<file path="src/rtl/std_sram_singleport_arbiter_if.sv">
// std_sram_singleport_arbiter_if: one requester's request/grant/read-return bundle
interface std_sram_singleport_arbiter_if #(
  parameter int ADDR_WIDTH = 1,
  parameter int DATA_WIDTH = 1
);
  logic req;
  logic we;
  logic lock;
  logic [ADDR_WIDTH-1:0] addr;
  logic [DATA_WIDTH-1:0] wdata;
  logic gnt;
  logic rvalid;
  logic [DATA_WIDTH-1:0] rdata;
  modport master(output req, we, lock, addr, wdata, input gnt, rvalid, rdata);
  modport slave(input req, we, lock, addr, wdata, output gnt, rvalid, rdata);
endinterface

</file>
<file path="src/rtl/std_sram_singleport_arbiter.sv">
// std_sram_singleport_arbiter: two-port round-robin/lock arbiter over one single-port SRAM
// Define STD_SRAM_ARBITER_FIXED_PRIORITY_EN to make port 0 win every tie.
module std_sram_singleport #(
  parameter int ADDR_WIDTH = 1,
  parameter int DATA_WIDTH = 1
) (
  input  logic                  clk,
  input  logic                  en,
  input  logic                  we,
  input  logic [ADDR_WIDTH-1:0] addr,
  input  logic [DATA_WIDTH-1:0] din,
  output logic [DATA_WIDTH-1:0] dout
);
  logic [DATA_WIDTH-1:0] mem [2**ADDR_WIDTH];
  always_ff @(posedge clk) begin
    if (en) begin
      if (we) mem[addr] <= din;
      else dout <= mem[addr];
    end
  end
endmodule

module std_sram_singleport_arbiter #(
  parameter int ADDR_WIDTH = 1,
  parameter int DATA_WIDTH = 1
) (
  input logic clk,
  input logic resetn,
  std_sram_singleport_arbiter_if.slave p0,
  std_sram_singleport_arbiter_if.slave p1
);
  typedef enum logic [1:0] {NONE, OWN0, OWN1} lock_t;
  lock_t lock_q, lock_d;
  logic last_gnt;
  logic sel1;
  logic [1:0] rv_q;
  logic [DATA_WIDTH-1:0] hold0, hold1, dout;
  logic en, we;
  logic [ADDR_WIDTH-1:0] addr;
  logic [DATA_WIDTH-1:0] din;
  // sel1: which port wins when both request; a held lock overrides the tie-break
  always_comb begin
`ifdef STD_SRAM_ARBITER_FIXED_PRIORITY_EN
    sel1 = (lock_q == OWN1) && p1.req;
`else
    sel1 = ((lock_q == OWN1) && p1.req) ? 1'b1 :
           ((lock_q == OWN0) && p0.req) ? 1'b0 : !last_gnt;
`endif
  end
  assign p0.gnt = resetn & p0.req & !(p1.req & sel1);
  assign p1.gnt = resetn & p1.req & !(p0.req & !sel1);
  always_comb begin
    lock_d = NONE;
    lock_d = (p0.gnt && p0.lock) ? OWN0 : (p1.gnt && p1.lock) ? OWN1 : NONE;
  end
  assign en   = p0.gnt | p1.gnt;
  assign we   = p1.gnt ? p1.we : p0.we;
  assign addr = p1.gnt ? p1.addr : p0.addr;
  assign din  = p1.gnt ? p1.wdata : p0.wdata;
  std_sram_singleport #(.ADDR_WIDTH(ADDR_WIDTH), .DATA_WIDTH(DATA_WIDTH)) u_sram (
    .clk(clk), .en(en), .we(we), .addr(addr), .din(din), .dout(dout)
  );
  always_ff @(posedge clk) begin
    if (!resetn) begin
      lock_q   <= NONE;
      last_gnt <= 1'b1;
      rv_q     <= '0;
      hold0    <= '0;
      hold1    <= '0;
    end else begin
      lock_q <= lock_d;
      if (en) last_gnt <= p1.gnt;
      rv_q <= {p1.gnt & !p1.we, p0.gnt & !p0.we};
      if (rv_q[0]) hold0 <= dout;
      if (rv_q[1]) hold1 <= dout;
    end
  end
  // dout is shared, so each port shows it only in its own response cycle and its hold copy otherwise
  assign p0.rvalid = rv_q[0];
  assign p1.rvalid = rv_q[1];
  assign p0.rdata  = rv_q[0] ? dout : hold0;
  assign p1.rdata  = rv_q[1] ? dout : hold1;
endmodule

</file>
<file path="src/flat_wrapper.sv">
// flat-port wrapper written by rule: the top's interface ports become plain ports
module std_sram_singleport_arbiter_flat 
#(
  parameter int ADDR_WIDTH = 1,
  parameter int DATA_WIDTH = 1
)
  (clk, resetn, p0_req, p0_we, p0_lock, p0_addr, p0_wdata, p0_gnt, p0_rvalid, p0_rdata, p1_req, p1_we, p1_lock, p1_addr, p1_wdata, p1_gnt, p1_rvalid, p1_rdata);
  std_sram_singleport_arbiter_if #(.ADDR_WIDTH(ADDR_WIDTH), .DATA_WIDTH(DATA_WIDTH)) p0_i ();
  std_sram_singleport_arbiter_if #(.ADDR_WIDTH(ADDR_WIDTH), .DATA_WIDTH(DATA_WIDTH)) p1_i ();
  input logic clk;
  input logic resetn;
  input wire logic [$bits(p0_i.req)-1:0] p0_req;
  input wire logic [$bits(p0_i.we)-1:0] p0_we;
  input wire logic [$bits(p0_i.lock)-1:0] p0_lock;
  input wire logic [$bits(p0_i.addr)-1:0] p0_addr;
  input wire logic [$bits(p0_i.wdata)-1:0] p0_wdata;
  output wire logic [$bits(p0_i.gnt)-1:0] p0_gnt;
  output wire logic [$bits(p0_i.rvalid)-1:0] p0_rvalid;
  output wire logic [$bits(p0_i.rdata)-1:0] p0_rdata;
  input wire logic [$bits(p1_i.req)-1:0] p1_req;
  input wire logic [$bits(p1_i.we)-1:0] p1_we;
  input wire logic [$bits(p1_i.lock)-1:0] p1_lock;
  input wire logic [$bits(p1_i.addr)-1:0] p1_addr;
  input wire logic [$bits(p1_i.wdata)-1:0] p1_wdata;
  output wire logic [$bits(p1_i.gnt)-1:0] p1_gnt;
  output wire logic [$bits(p1_i.rvalid)-1:0] p1_rvalid;
  output wire logic [$bits(p1_i.rdata)-1:0] p1_rdata;
  assign p0_i.req = p0_req;
  assign p0_i.we = p0_we;
  assign p0_i.lock = p0_lock;
  assign p0_i.addr = p0_addr;
  assign p0_i.wdata = p0_wdata;
  assign p0_gnt = p0_i.gnt;
  assign p0_rvalid = p0_i.rvalid;
  assign p0_rdata = p0_i.rdata;
  assign p1_i.req = p1_req;
  assign p1_i.we = p1_we;
  assign p1_i.lock = p1_lock;
  assign p1_i.addr = p1_addr;
  assign p1_i.wdata = p1_wdata;
  assign p1_gnt = p1_i.gnt;
  assign p1_rvalid = p1_i.rvalid;
  assign p1_rdata = p1_i.rdata;
  std_sram_singleport_arbiter #(.ADDR_WIDTH(ADDR_WIDTH), .DATA_WIDTH(DATA_WIDTH)) u_core (.clk(clk), .resetn(resetn), .p0(p0_i), .p1(p1_i));
endmodule
</file>
<file path="config.mk">
export PLATFORM = sky130hd
export DESIGN_NAME = std_sram_singleport_arbiter_flat
export DESIGN_NICKNAME = d
export VERILOG_FILES = /design/src/rtl/std_sram_singleport_arbiter_if.sv /design/src/rtl/std_sram_singleport_arbiter.sv /design/src/flat_wrapper.sv
export SDC_FILE = /design/constraint.sdc
export NUM_CORES = 1
export LEC_CHECK = 0
export CAP_MARGIN = 25
export CORE_AREA = 5 5 42 44
export CTS_BUF_LIST = sky130_fd_sc_hd__clkbuf_4
export DETAILED_ROUTE_END_ITERATION = 8
export DIE_AREA = 0 0 47 49
export GPL_ROUTABILITY_DRIVEN = 1
export HOLD_SLACK_MARGIN = 0.12
export PLACE_DENSITY = 0.65
export SETUP_SLACK_MARGIN = 0.05
export SYNTH_ARGS = -nofsm -noshare
export SYNTH_HDL_FRONTEND = slang
export SYNTH_SLANG_ARGS = --single-unit
</file>
<file path="constraint.sdc">
create_clock -name clk -period 3.2 [get_ports clk]
set_clock_uncertainty 0.05 [all_clocks]
set_input_delay 0.48 -clock clk [delete_from_list [all_inputs] [get_ports clk]]
set_output_delay 0.48 -clock clk [all_outputs]
set_load 0.005 [all_outputs]
</file>
Yosys cells after proc, flatten, opt, wreduce, memory -nomap -nowiden
Memories as Yosys holds them, arrays and structs flattened. A register that Yosys moved wholly into a read port is not among the register bits.
Index checks and enable logic that the tools add are counted.
{ "op_classes": {"n_bitwise": 11, "eq_ne": 2, "reduce_logical": 12, "mux": 12} }
{ "ops": {"columns": ["cell", "n"], "rows": [
  ["2-to-1 mux 1 bit", 11],
  ["bitwise AND 1 bit", 8],
  ["zero test 1 bit", 6],
  ["logical AND 1 bit", 4],
  ["equality test 2 x 1 -> 1 bit, second input constant", 1],
  ["equality test 2 bit, second input constant", 1],
  ["2-to-1 mux 2 bit", 1],
  ["NOT 1 bit", 2],
  ["AND reduction 2 bit", 1],
  ["OR reduction 2 bit", 1],
  ["OR 1 bit", 1]
]} }
{ "totals": {"inputBits": 12, "mem_count": 1, "mem_bits_rw": 2, "wordCells": 44, "regBits": 7, "output_inout_bits": 6} }
{ "memory_table": {"columns": ["memory", "depth", "word_bits", "rd", "rd_ports_with_merged_regs", "wr", "line", "rtl"], "rows": [
  ["u_core.u_sram.mem", 2, 1, 1, 1, 1, "std_sram_singleport_arbiter.sv:14", "logic [DATA_WIDTH-1:0] mem [2**ADDR_WIDTH];"]
]} }

Depth between registers and ports, before layout
{ "logic_depth": {"word_depth": 12, "mapped_depth": 5, "ltp_nobuf": 5} }

Modules after synthesis
Synthesis repeated with hierarchy kept, for this count alone.
{ "hier_totals": {"cells_unflattened": 39, "area_unflattened_um2": 480.5} }
{ "by_module_without_submodules": {"columns": ["module", "cells_each", "instances", "seq_area_each_um2", "area_per_inst_um2"], "rows": [
  ["std_sram_singleport_arbiter", 32, 1, 140.1, 351.6],
  ["std_sram_singleport", 7, 1, 90.1, 128.9]
]} }

Worst setup path after synthesis
No wires, ideal clock.
{ "synth_path": {"path_type": "in2reg", "start": "input port p0_req", "end": "register u_core.u_sram.dout (read register of u_core.u_sram.mem), data pin", "n_path_buf": 0, "required_time_ns": 2.888, "arrival_time_ns": 1.353, "setup_time_ns": 0.262, "cell_stages": 5, "slack_ns": 1.535, "path_cell_list": "nand3b_1 o2111ai_4 inv_2 mux2i_1 mux2_1"} }
{ "synth_via": {"elab_chain_cells": 10, "word_cells_on_any_way": 16, "classes_between": "mux: 4; bitwise: 7; reduce/logical: 5"} }
{ "synth_lines": {"columns": ["item", "line", "rtl"], "rows": [
  ["start, declared", "flat_wrapper.sv:12", "input wire logic [$bits(p0_i.req)-1:0] p0_req;"],
  ["logical AND 1 bit", "std_sram_singleport_arbiter.sv:47", "((lock_q == OWN0) && p0.req) ? 1'b0 : !last_gnt;"],
  ["2-to-1 mux 1 bit", "std_sram_singleport_arbiter.sv:47", null],
  ["2-to-1 mux 1 bit", "std_sram_singleport_arbiter.sv:46", "sel1 = ((lock_q == OWN1) && p1.req) ? 1'b1 :"],
  ["zero test 1 bit", "std_sram_singleport_arbiter.sv:51", "assign p1.gnt = resetn & p1.req & !(p0.req & !sel1);"],
  ["bitwise AND 1 bit *", "std_sram_singleport_arbiter.sv:51", null],
  ["zero test 1 bit *", "std_sram_singleport_arbiter.sv:51", null],
  ["bitwise AND 1 bit *", "std_sram_singleport_arbiter.sv:51", null],
  ["named net p1_gnt", "flat_wrapper.sv:25", "output wire logic [$bits(p1_i.gnt)-1:0] p1_gnt;"],
  ["2-to-1 mux 1 bit", "std_sram_singleport_arbiter.sv:57", "assign we = p1.gnt ? p1.we : p0.we;"],
  ["NOT 1 bit (no source line)", null, null],
  ["AND reduction 2 bit (no source line)", null, null],
  ["end, declared", "std_sram_singleport_arbiter.sv:12", "output logic [DATA_WIDTH-1:0] dout"]
]} }
Mark *: on every way through the listed nets, which the timed path passes. The rest lies on a longest branch.
A chain may end at the register's enable or synchronous reset.

Worst setup path after layout
{ "layout_path": {"start": "input port p1_req", "end": "output port p0_gnt"} }
{ "layout_via": {"elab_chain_cells": 5} }
{ "layout_lines": {"columns": ["item", "line", "rtl"], "rows": [
  ["start, declared", "flat_wrapper.sv:20", "input wire logic [$bits(p1_i.req)-1:0] p1_req;"],
  ["logical AND 1 bit", "std_sram_singleport_arbiter.sv:46", null],
  ["2-to-1 mux 1 bit", "std_sram_singleport_arbiter.sv:46", null],
  ["bitwise AND 1 bit *", "std_sram_singleport_arbiter.sv:50", "assign p0.gnt = resetn & p0.req & !(p1.req & sel1);"],
  ["zero test 1 bit *", "std_sram_singleport_arbiter.sv:50", null],
  ["bitwise AND 1 bit *", "std_sram_singleport_arbiter.sv:50", null],
  ["end, declared", "flat_wrapper.sv:17", "output wire logic [$bits(p0_i.gnt)-1:0] p0_gnt;"]
]} }
Mark *: on every way between the ends. The rest lies on a longest branch, timed or not.

==> metrics.yaml <==
netlist.area_leader.share_pct: 31.1
cap_violations: 0
antenna_found_initial: 0
power_density_mw_per_mm2: 419
synth_nets: 55
synth_area_sq_um: 450
synthFlopType: "dfxtp_1"
cts_resized: 0
die_area_sq_mm: 0.00230
tns_ns: 0
via_per_inst: 4.55
maxSlewViolCount: 0
grt_start_max_net_pins: 7
synth_common_cells: "dfxtp_1, nand2_1, inv_1"
cts.sinks: 10
synth-compound-area-share_pct: 14.2
max_slew_margin_pct: 83.3
rsz0062_at_grt: "no"
drtIter0Drc: 5
holdPathStages: 2
worst_pin_slew_ns: 0.250
cts_tree: "yes"
io_buffers: 17
syn_inst: 43
finalNetCount: 77
wire_per_inst_microns: 10.7
clkTransAtPathRegs_ns: 0.06
first_pass_iters: 4
grt_pass1_vias: 351
synth_mux_area_share_pct: 9.72
dp.cells: 76
rrSetupSlack_ns: 1.54
setup_viol: 0
start_util_pct: 32.1
fin_cells: 80
worst_hold_path_type: "reg2reg"
hold_slack_ns: 0.445
seq_area_frac_synth_pct: 51.1
max_freq_mhz: 404
path_class: "in2out"
hold_viol: 0
synthDistinctLibCells: 20
p_int_w: 0.000220
synth_area_leaders: "dfxtp_1, edfxtp_1, nand2_1, o2111ai_4, mux2_2"
routed_wl_microns: 857
cp.arrival_ns: 1.94
syn_area_per_cell_sq_um: 10.5
hpwl_microns: 711
synth_top_area_cell: "dfxtp_1"
fin_crit_ns: 2.47
nFillCells: 141
critical_path.max_fanout: 6
worstSetupStartpointType: "input pin"
num_rows: 14
synth_edf_count: 3
diodes: 0
grt_pass1_wl_microns: 1350
power_frac_comb_pct: 15.9
reg2regPathDepth: 5
synthSimpleGateAreaFrac_pct: 20.0
synth_top_family_by_area: "simple AND/OR/NAND/NOR gates"
cts_made_buffers: 3
post-route-period-util_pct: 77.3
cts_root_buf: "clkbuf_4"
syn_to_final_growth_pct: 48.9
power_switching_w: 0.0000607
netSwitchingFraction_pct: 21.6
ys_seq_elements: 10
grt_usage_pct: 8.43
antenna_left: 0
vias: 364
power_frac_clock_pct: 34.7
hold_buffers: 0
ir_drop_uv: 213
chipWidth_microns: 47
place_congestion: 0.699
core_area_sq_mm: 0.00140
post_cts_buffers: 0
clockBufferDepth: 2
status: "complete, no violations"
p_seq_share_pct: 49.5
crit_required_ns: 2.67
cts_htree_levels: 1
power.leakage_nw: 0.274
insertion_delay_ns: 0.26
grt_overflow: 0
synth_xor_area_share_pct: 0
route.detailed.drc: 0
die-height_microns: 49
end_kind: "output port"
total_power_w: 0.000281
synth_async_sr_flop_share_pct: 0
yosysWarnings: 0
synthAdderAreaFrac_pct: 0
io_pins: 18
fin_util_pct: 47.9
drive_gt1_share_pct: 15.6
-- worst paths after layout --
kind / to / start
max: p0_gnt / p1_req
min: u_core.last_gnt / u_core.last_gnt
max reg2reg: u_core.u_sram.dout / u_core.lock_q[1]
min reg2reg: u_core.last_gnt / u_core.last_gnt
-- cells by family (layout without fill, tap and decap cells) --
kind of cell / count (synthesis) / in the layout
AOI/OAI and AO/OA: 6 / 6
and+or+nand+nor: 17 / 17
muxes: 4 / 4
DFF: 10 / 10
buffers and inverters: 6 / 27
-- metal layers --
layer | track usage [%] | part of all wire [%] | vias up
met1 | 7.83 | 39 | 157
met4 | 6.91 | 3.7 | 0
li1 | - | - | 188
met5 | 0 | 0 | -
met2 | 13.6 | 48 | 15
met3 | 3.32 | 9.1 | 4
-- registers in the layout, indices dropped and copies added (netlist names) --
name / count
u_core.u_sram.dout: 1
u_core.rv_q: 2
u_core.last_gnt: 1
u_core.u_sram.mem: 2
u_core.hold1: 1
u_core.lock_q: 2
u_core.hold0: 1
-- final cells by class --
cell class | count | area (sq um) | area share (%)
clock buffers | 4 | 30.0 | 4.48
multi-input cells | 27 | 198 | 29.5
inverters | 6 | 22.5 | 3.36
repair buffers | 17 | 170 | 25.4
well taps | 16 | 20.0 | 2.99
flip-flops and latches | 10 | 230 | 34.3
-- stage by stage --
| step | worst slack, ns | cell area [sq um] |
|---|---|---|
| 2_1_floorplan | 1.53 | 450 |
| 3_3_place_gp | 0.701 | 641 |
| 3_5_place_dp | 0.726 | 641 |
| 4_1_cts | 0.711 | 671 |
| 5_1_grt | 0.602 | 671 |
| 6_report | 0.727 | 671 |
-- power groups by stage --
stage	combinational [W]	sequential, W	clock [W]
6_report	0.0000446	0.000139	0.0000975
5_1_grt	0.0000486	0.000140	0.000108
3_3_place_gp	0.0000446	0.000142	0
3_5_place_dp	0.0000448	0.000142	0
2_1_floorplan	0.0000182	0.000142	0
4_1_cts	0.0000451	0.000139	0.000101
-- cell usage in the layout, fill, tap and decap left out, types with 2 or more instances in the layout --
cell type	netlist	layout
clkdlybuf4s50_1	0	17
inv_1	5	5
edfxtp_1	3	3
and2_1	2	2
o22ai_1	2	2
nand2_1	7	7
clkbuf_4	0	4
mux2_2	2	2
nor2_1	3	3
dfxtp_1	7	7
-- critical path: stages --
cell and delay [ns]:
clkdlybuf4s50_1 0.48, o211ai_1 0.14, nand3_1 0.23, inv_1 0.11, clkdlybuf4s50_1 0.51
Note: power is estimated with default switching activity, not from simulation.
